## src/rtl/chol_pkg.sv

```systemverilog
// ---------------------------------------------------------------------------
// chol_pkg : shared types and widths for the Cholesky MAC sequencer
// Revision 1.0
// ---------------------------------------------------------------------------
`default_nettype none

package chol_pkg;

  localparam int CHOL_MAC_A_W      = 32;
  localparam int CHOL_MAC_P_W      = 64;
  localparam int CHOL_MAC_LATENCY  = 4;

  typedef enum logic [2:0] {
    ST_IDLE    = 3'd0,
    ST_FETCH   = 3'd1,
    ST_WAIT    = 3'd2,
    ST_CAPTURE = 3'd3,
    ST_DONE    = 3'd4
  } chol_state_e;

endpackage

`default_nettype wire

```

## src/rtl/chol_mac.sv

```systemverilog
// ---------------------------------------------------------------------------
// chol_mac : pipelined P = C - A*B, signed 32x32 product, 64-bit wrap
// Revision 1.0
// ---------------------------------------------------------------------------
`default_nettype none

module chol_mac
  import chol_pkg::*;
#(
  parameter int LATENCY = CHOL_MAC_LATENCY
) (
  input  logic                    clk,
  input  logic                    sclr,
  input  logic                    ce,
  input  logic [CHOL_MAC_A_W-1:0] a,
  input  logic [CHOL_MAC_A_W-1:0] b,
  input  logic [CHOL_MAC_P_W-1:0] c,
  output logic [CHOL_MAC_P_W-1:0] p
);

  logic [CHOL_MAC_P_W-1:0] a_ext;
  logic [CHOL_MAC_P_W-1:0] b_ext;
  logic [CHOL_MAC_P_W-1:0] stage_d;
  logic [CHOL_MAC_P_W-1:0] stage_q [LATENCY];

  // Sign-extend first so the low 64 bits of the product are the signed result.
  always_comb begin
    a_ext   = {{(CHOL_MAC_P_W-CHOL_MAC_A_W){a[CHOL_MAC_A_W-1]}}, a};
    b_ext   = {{(CHOL_MAC_P_W-CHOL_MAC_A_W){b[CHOL_MAC_A_W-1]}}, b};
    stage_d = c - (a_ext * b_ext);
  end

  always_ff @(posedge clk) begin
    if (sclr) begin
      for (int i = 0; i < LATENCY; i++) stage_q[i] <= '0;
    end else if (ce) begin
      stage_q[0] <= stage_d;
      for (int i = 1; i < LATENCY; i++) stage_q[i] <= stage_q[i-1];
    end
  end

  assign p = stage_q[LATENCY-1];

endmodule

`default_nettype wire

```

## src/rtl/chol_mac_unit.sv

```systemverilog
// ---------------------------------------------------------------------------
// chol_mac_unit : chol_mac_seq bound to its chol_mac instance
// Revision 1.0
// ---------------------------------------------------------------------------
`default_nettype none

module chol_mac_unit
  import chol_pkg::*;
#(
  parameter int MAC_LATENCY = CHOL_MAC_LATENCY,
  parameter int LEN_W       = 8
) (
  input  logic                    clk,
  input  logic                    rst,
  input  logic                    start_valid,
  output logic                    start_ready,
  input  logic [CHOL_MAC_P_W-1:0] init,
  input  logic [LEN_W-1:0]        len,
  input  logic                    op_valid,
  output logic                    op_ready,
  input  logic [CHOL_MAC_A_W-1:0] op_a,
  input  logic [CHOL_MAC_A_W-1:0] op_b,
  output logic                    res_valid,
  input  logic                    res_ready,
  output logic [CHOL_MAC_P_W-1:0] res_data
);

  logic                    mac_clken;
  logic                    mac_rst;
  logic [CHOL_MAC_A_W-1:0] mac_a;
  logic [CHOL_MAC_A_W-1:0] mac_b;
  logic [CHOL_MAC_P_W-1:0] mac_c;
  logic [CHOL_MAC_P_W-1:0] mac_out;

  chol_mac_seq #(
    .MAC_LATENCY (MAC_LATENCY),
    .LEN_W       (LEN_W)
  ) u_seq (
    .clk         (clk),
    .rst         (rst),
    .start_valid (start_valid),
    .start_ready (start_ready),
    .init        (init),
    .len         (len),
    .op_valid    (op_valid),
    .op_ready    (op_ready),
    .op_a        (op_a),
    .op_b        (op_b),
    .res_valid   (res_valid),
    .res_ready   (res_ready),
    .res_data    (res_data),
    .mac_clken   (mac_clken),
    .mac_rst     (mac_rst),
    .mac_a       (mac_a),
    .mac_b       (mac_b),
    .mac_c       (mac_c),
    .mac_out     (mac_out)
  );

  chol_mac #(
    .LATENCY (MAC_LATENCY)
  ) u_mac (
    .clk  (clk),
    .sclr (mac_rst),
    .ce   (mac_clken),
    .a    (mac_a),
    .b    (mac_b),
    .c    (mac_c),
    .p    (mac_out)
  );

endmodule

`default_nettype wire

```

## src/rtl/chol_mac_seq.sv

```systemverilog
// ---------------------------------------------------------------------------
// chol_mac_seq : drives one chol_mac to compute init - sum(a_k*b_k)
// Revision 1.0
// ---------------------------------------------------------------------------
`default_nettype none

module chol_mac_seq
  import chol_pkg::*;
#(
  parameter int MAC_LATENCY = CHOL_MAC_LATENCY,
  parameter int LEN_W       = 8
) (
  input  logic                    clk,
  input  logic                    rst,
  input  logic                    start_valid,
  output logic                    start_ready,
  input  logic [CHOL_MAC_P_W-1:0] init,
  input  logic [LEN_W-1:0]        len,
  input  logic                    op_valid,
  output logic                    op_ready,
  input  logic [CHOL_MAC_A_W-1:0] op_a,
  input  logic [CHOL_MAC_A_W-1:0] op_b,
  output logic                    res_valid,
  input  logic                    res_ready,
  output logic [CHOL_MAC_P_W-1:0] res_data,
  output logic                    mac_clken,
  output logic                    mac_rst,
  output logic [CHOL_MAC_A_W-1:0] mac_a,
  output logic [CHOL_MAC_A_W-1:0] mac_b,
  output logic [CHOL_MAC_P_W-1:0] mac_c,
  input  logic [CHOL_MAC_P_W-1:0] mac_out
);

  localparam int CNT_W = $clog2(MAC_LATENCY + 1);

  chol_state_e             state_q, state_d;
  logic [CHOL_MAC_P_W-1:0] acc_q, acc_d;
  logic [LEN_W-1:0]        remaining_q, remaining_d;
  logic [CNT_W-1:0]        cnt_q, cnt_d;
  logic [CHOL_MAC_A_W-1:0] mac_a_q, mac_a_d;
  logic [CHOL_MAC_A_W-1:0] mac_b_q, mac_b_d;
  logic [CHOL_MAC_P_W-1:0] mac_c_q, mac_c_d;

  always_ff @(posedge clk) begin
    if (rst) state_q <= ST_IDLE;
    else     state_q <= state_d;
  end

  always_ff @(posedge clk) begin
    if (rst) begin
      acc_q       <= '0;
      remaining_q <= '0;
      cnt_q       <= '0;
      mac_a_q     <= '0;
      mac_b_q     <= '0;
      mac_c_q     <= '0;
    end else begin
      acc_q       <= acc_d;
      remaining_q <= remaining_d;
      cnt_q       <= cnt_d;
      mac_a_q     <= mac_a_d;
      mac_b_q     <= mac_b_d;
      mac_c_q     <= mac_c_d;
    end
  end

  always_comb begin
    state_d     = state_q;
    acc_d       = acc_q;
    remaining_d = remaining_q;
    cnt_d       = cnt_q;
    mac_a_d     = mac_a_q;
    mac_b_d     = mac_b_q;
    mac_c_d     = mac_c_q;
    case (state_q)
      ST_IDLE: begin
        if (start_valid) begin
          acc_d       = init;
          remaining_d = len;
          state_d     = (len != '0) ? ST_FETCH : ST_DONE;
        end
      end
      ST_FETCH: begin
        if (op_valid) begin
          mac_a_d = op_a;
          mac_b_d = op_b;
          mac_c_d = acc_q;
          cnt_d   = CNT_W'(MAC_LATENCY);
          state_d = ST_WAIT;
        end
      end
      // cnt counts the MAC's enabled edges; the last one lands mac_out for CAPTURE.
      ST_WAIT: begin
        cnt_d = cnt_q - 1'b1;
        if (cnt_q == CNT_W'(1)) state_d = ST_CAPTURE;
      end
      ST_CAPTURE: begin
        acc_d       = mac_out;
        remaining_d = remaining_q - 1'b1;
        state_d     = (remaining_q == LEN_W'(1)) ? ST_DONE : ST_FETCH;
      end
      ST_DONE: begin
        if (res_ready) state_d = ST_IDLE;
      end
      default: state_d = ST_IDLE;
    endcase
  end

  always_comb begin
    start_ready = (state_q == ST_IDLE);
    op_ready    = (state_q == ST_FETCH);
    mac_clken   = (state_q == ST_WAIT);
    res_valid   = (state_q == ST_DONE);
    res_data    = acc_q;
    mac_rst     = rst;
    mac_a       = mac_a_q;
    mac_b       = mac_b_q;
    mac_c       = mac_c_q;
  end

endmodule

`default_nettype wire

```

## config.mk

```make
export PLATFORM = sky130hd
export DESIGN_NAME = chol_mac_unit
export DESIGN_NICKNAME = d
export VERILOG_FILES = /design/src/rtl/chol_pkg.sv /design/src/rtl/chol_mac.sv /design/src/rtl/chol_mac_unit.sv /design/src/rtl/chol_mac_seq.sv
export SDC_FILE = /design/constraint.sdc
export NUM_CORES = 2
export LEC_CHECK = 0
export CELL_PAD_IN_SITES_DETAIL_PLACEMENT = 1
export CELL_PAD_IN_SITES_GLOBAL_PLACEMENT = 1
export CORE_ASPECT_RATIO = 1.25
export CORE_MARGIN = 2
export CORE_UTILIZATION = 30
export CTS_CLUSTER_SIZE = 8
export DETAILED_ROUTE_END_ITERATION = 8
export GPL_TIMING_DRIVEN = 1
export PLACE_DENSITY = 0.65
export SKIP_CTS_REPAIR_TIMING = 1
export SLEW_MARGIN = 20
export SYNTH_ARGS = -nofsm -noshare
export SYNTH_HDL_FRONTEND = slang
export SYNTH_SLANG_ARGS = --single-unit
```

## constraint.sdc

```tcl
create_clock -name clk -period 13.19 [get_ports clk]
set_clock_uncertainty 0.1 [all_clocks]
set_input_delay 2.638 -clock clk [delete_from_list [all_inputs] [get_ports clk]]
set_output_delay 2.638 -clock clk [all_outputs]
set_load 0.01 [all_outputs]
```

==> run_results.csv <==
group,metric,value,unit
floorplan,start_util,0.302,
route,dr.first_iter.drc_count,2048,
synth,synthFlopType,"edfxtp_1",
synth,synth_common_cells,"inv_1, fa_1, nand2_1",
job,maxCapViolCount,0,
global_route,grt_pass1_vias,46000,
final_layout,drive_above_1_share,0.0311,
synth,yosys_warnings,0,
status,status,"complete, no violations",
worst_setup_path,critPathKind,"reg -> reg",
synth,synth.cell_area,57300,um^2
synth,synth.net_count,7540,
global_route,antenna_found_initial,6,
sta,worst_hold_slack,0.354,ns
route,vias,40100,
cts,clk_latency,0.66,ns
sta,setup_violations,0,
synth,yosysMostFrequentCell,"inv_1",
placement,numPortBuffers,207,
cts,cts_tree,"done",
placement,finalWeightedCongestion,0.818,
worst_setup_path,crit_buf_inv,7,
final_layout,post-route-util,0.337,
sta,fmax,108,MHz
worst_setup_path,crit_required,13.50,ns
synth,ys_types,62,
cts,cts.sink_count,462,
sta,rsz0062_at_grt,"no",
worst_setup_path,max_stage_delay,0.77,ns
synth,synth_edf_count,256,
synth,syn_inst,5962,
route,wire_per_inst,19.7,um
route,drtAntennaViolNets,0,
final_layout,syn_to_final_growth,11.7,%
synth,synth_area_per_cell,9.62,um^2
placement,dpl.hpwl,132000,um
sta,worst_pin_slew,1.10,ns
synth,async_flop_share,0,
power_and_ir_drop,power_leakage,0.0272,uW
floorplan,io_pins,208,
synth,seq_area_frac_synth,0.206,
floorplan,core_area,190000,um^2
global_route,overflow,0,
cts,cts_buffers,69,
hold_path,hp-class,"reg -> reg",
global_route,grt_pass1_wl,272000,um
route,drc_errors,0,
final_layout,multi_input_area,39500,um^2
route,dr.pass1.iters,5,
route,drt-total-wl,169000,um
floorplan,num_rows,179,
final_layout,layout.area.seq,11800,um^2
synth,synth_top_cell_by_area,"fa_1",
power_and_ir_drop,ir_worst_vdd,106,uV
cts,clock-root-buffer,"clkbuf_16",
final_layout,nFillCells,21700,
worst_setup_path,crit_fanout,33,
sta,fin_crit,9.29,ns
synth,synth_top_area_frac,0.410,
cts,path_clk_slew,0.06,ns
worst_setup_path,critical_path.slowest_cell,"dfxtp_2",
worst_setup_path,crit_top_cell,"fa_1",
floorplan,die_area,195000,um^2
power_and_ir_drop,powerDensity,99.9,nW/um^2
worst_setup_path,critPathLaunchType,"flip-flop",
worst_setup_path,endpoint_kind,"flip-flop",
synth,synthTopCellsByArea,"fa_1, edfxtp_1, inv_1",
worst_setup_path,arrival,9.60,ns
sta,fin_crit_sh,0.705,
worst_setup_path,critPathTopFamily,"adder cells",
global_route,grt_usage,0.179,
synth,ys_seq_elements,462,
sta,setup_tns,0,ns
floorplan,dieWidth,395,um
route,post_drt_via_cell_ratio,4.67,
sta,max_slew_margin,0.267,
sta,final_hold_viol_count,0,
cts,cts.path.max_buffers,3,
floorplan,die_h,493,um
cts,htreeDepth,3,
sta,finalMaxSlewViolations,0,
final_layout,nets,7570,
global_route,grt_max_degree,106,
[placed cells by master (no fill, tap or decap), types with 35 or more instances in the layout]
cell type	n
nor2_1	155
and2_1	669
xnor2_1	45
ha_1	264
dfxtp_1	186
clkbuf_1	39
clkbuf_16	71
nand2_1	973
edfxtp_1	256
buf_4	70
o21ai_0	39
inv_1	1306
a21o_1	47
clkdlybuf4s50_1	206
fa_1	1173
a21oi_1	210
a311oi_1	66
nor2b_1	35
[through the flow]
step                instance area (um^2)  worst slack, ns  power [uW]  cells
floorplan                          57300             3.23        3700   5962
global placement                   62000             3.37        4640   8455
detailed placement                 62000             3.86        4660   8455
CTS                                64000             3.84        6440   8574
global route                       64000             3.49        6800   8574
finish                             64000             3.90        6400   8575
[sequential cells by signal, indices dropped and copies added (netlist names)]
name / count
u_mac.stage_q: 256
u_seq.mac_c: 64
u_seq.res_data: 64
u_seq.mac_a: 32
u_seq.mac_b: 32
u_seq.remaining_q: 8
u_seq.cnt_q: 3
u_seq.state_q: 3
[path summary, 6_finish.rpt]
path	from	to	slack [ns]	cells past startpoint
worst min-delay path	u_seq.mac_a[28]	u_seq.mac_a[28]	0.35	2
worst max register to register	u_seq.mac_b[1]	u_mac.stage_q[0][58]	3.90	25
worst min register to register	u_seq.mac_a[28]	u_seq.mac_a[28]	0.35	2
worst max-delay path	u_seq.mac_b[1]	u_mac.stage_q[0][58]	3.90	25
[cell families (layout without fill, tap and decap cells)]
family / count (synthesis) / after routing / synth area share
AO/OA/AOI/OAI: 442 / 442 / 0.0489
XOR/XNOR: 65 / 65 / 0.00993
adder cells (fa/ha/maj): 1437 / 1437 / 0.467
buffers and inverters: 1624 / 1702 / 0.106
flip-flops: 462 / 462 / 0.206
multiplexers: 6 / 6 / 0.00105
other: 0 / 1 / 0
AND/OR/NAND/NOR: 1926 / 1926 / 0.161
[power by group]
group / switching (uW) / internal, uW
combinational: 1840 / 1100
clock: 700 / 1020
sequential: 99.2 / 1640
total: 2640 / 3760
[worst reg2reg max path, cell delays in order, from the launching register on]
cell,delay (ns)
dfxtp_2,0.77
nand2_1,0.21
fa_1,0.53
inv_1,0.13
fa_1,0.56
buf_4,0.31
inv_1,0.37
fa_1,0.59
inv_1,0.06
fa_1,0.49
fa_1,0.52
inv_1,0.07
fa_1,0.50
fa_1,0.51
inv_1,0.05
fa_1,0.49
inv_1,0.05
ha_1,0.38
nand4_1,0.14
or4_1,0.57
nand2b_1,0.17
o21ai_1,0.54
a31oi_1,0.27
a21boi_0,0.34
o21ai_0,0.18
mux2i_1,0.14
[routing by layer]
metal	wire length [um]	vias to the layer above	track usage	share of wire
met5	43	-	0	0.00025
met4	2780	10	0.0351	0.016
met3	6620	171	0.0205	0.039
met2	80000	789	0.292	0.47
met1	79300	21400	0.257	0.47
li1	-	17700	-	-
[area by class of cell]
| type | instances | area share |
|---|---|---|
| timing repair buffer | 277 | 0.0406 |
| tap | 2534 | 0.0495 |
| clock inverter | 9 | 0.00232 |
| sequential | 462 | 0.185 |
| inverter | 1306 | 0.0765 |
| multi-input combinational | 3876 | 0.616 |
| clock buffer | 110 | 0.0300 |
| antenna | 1 | 0.0000391 |
Note: power is estimated with default switching activity, not from simulation.
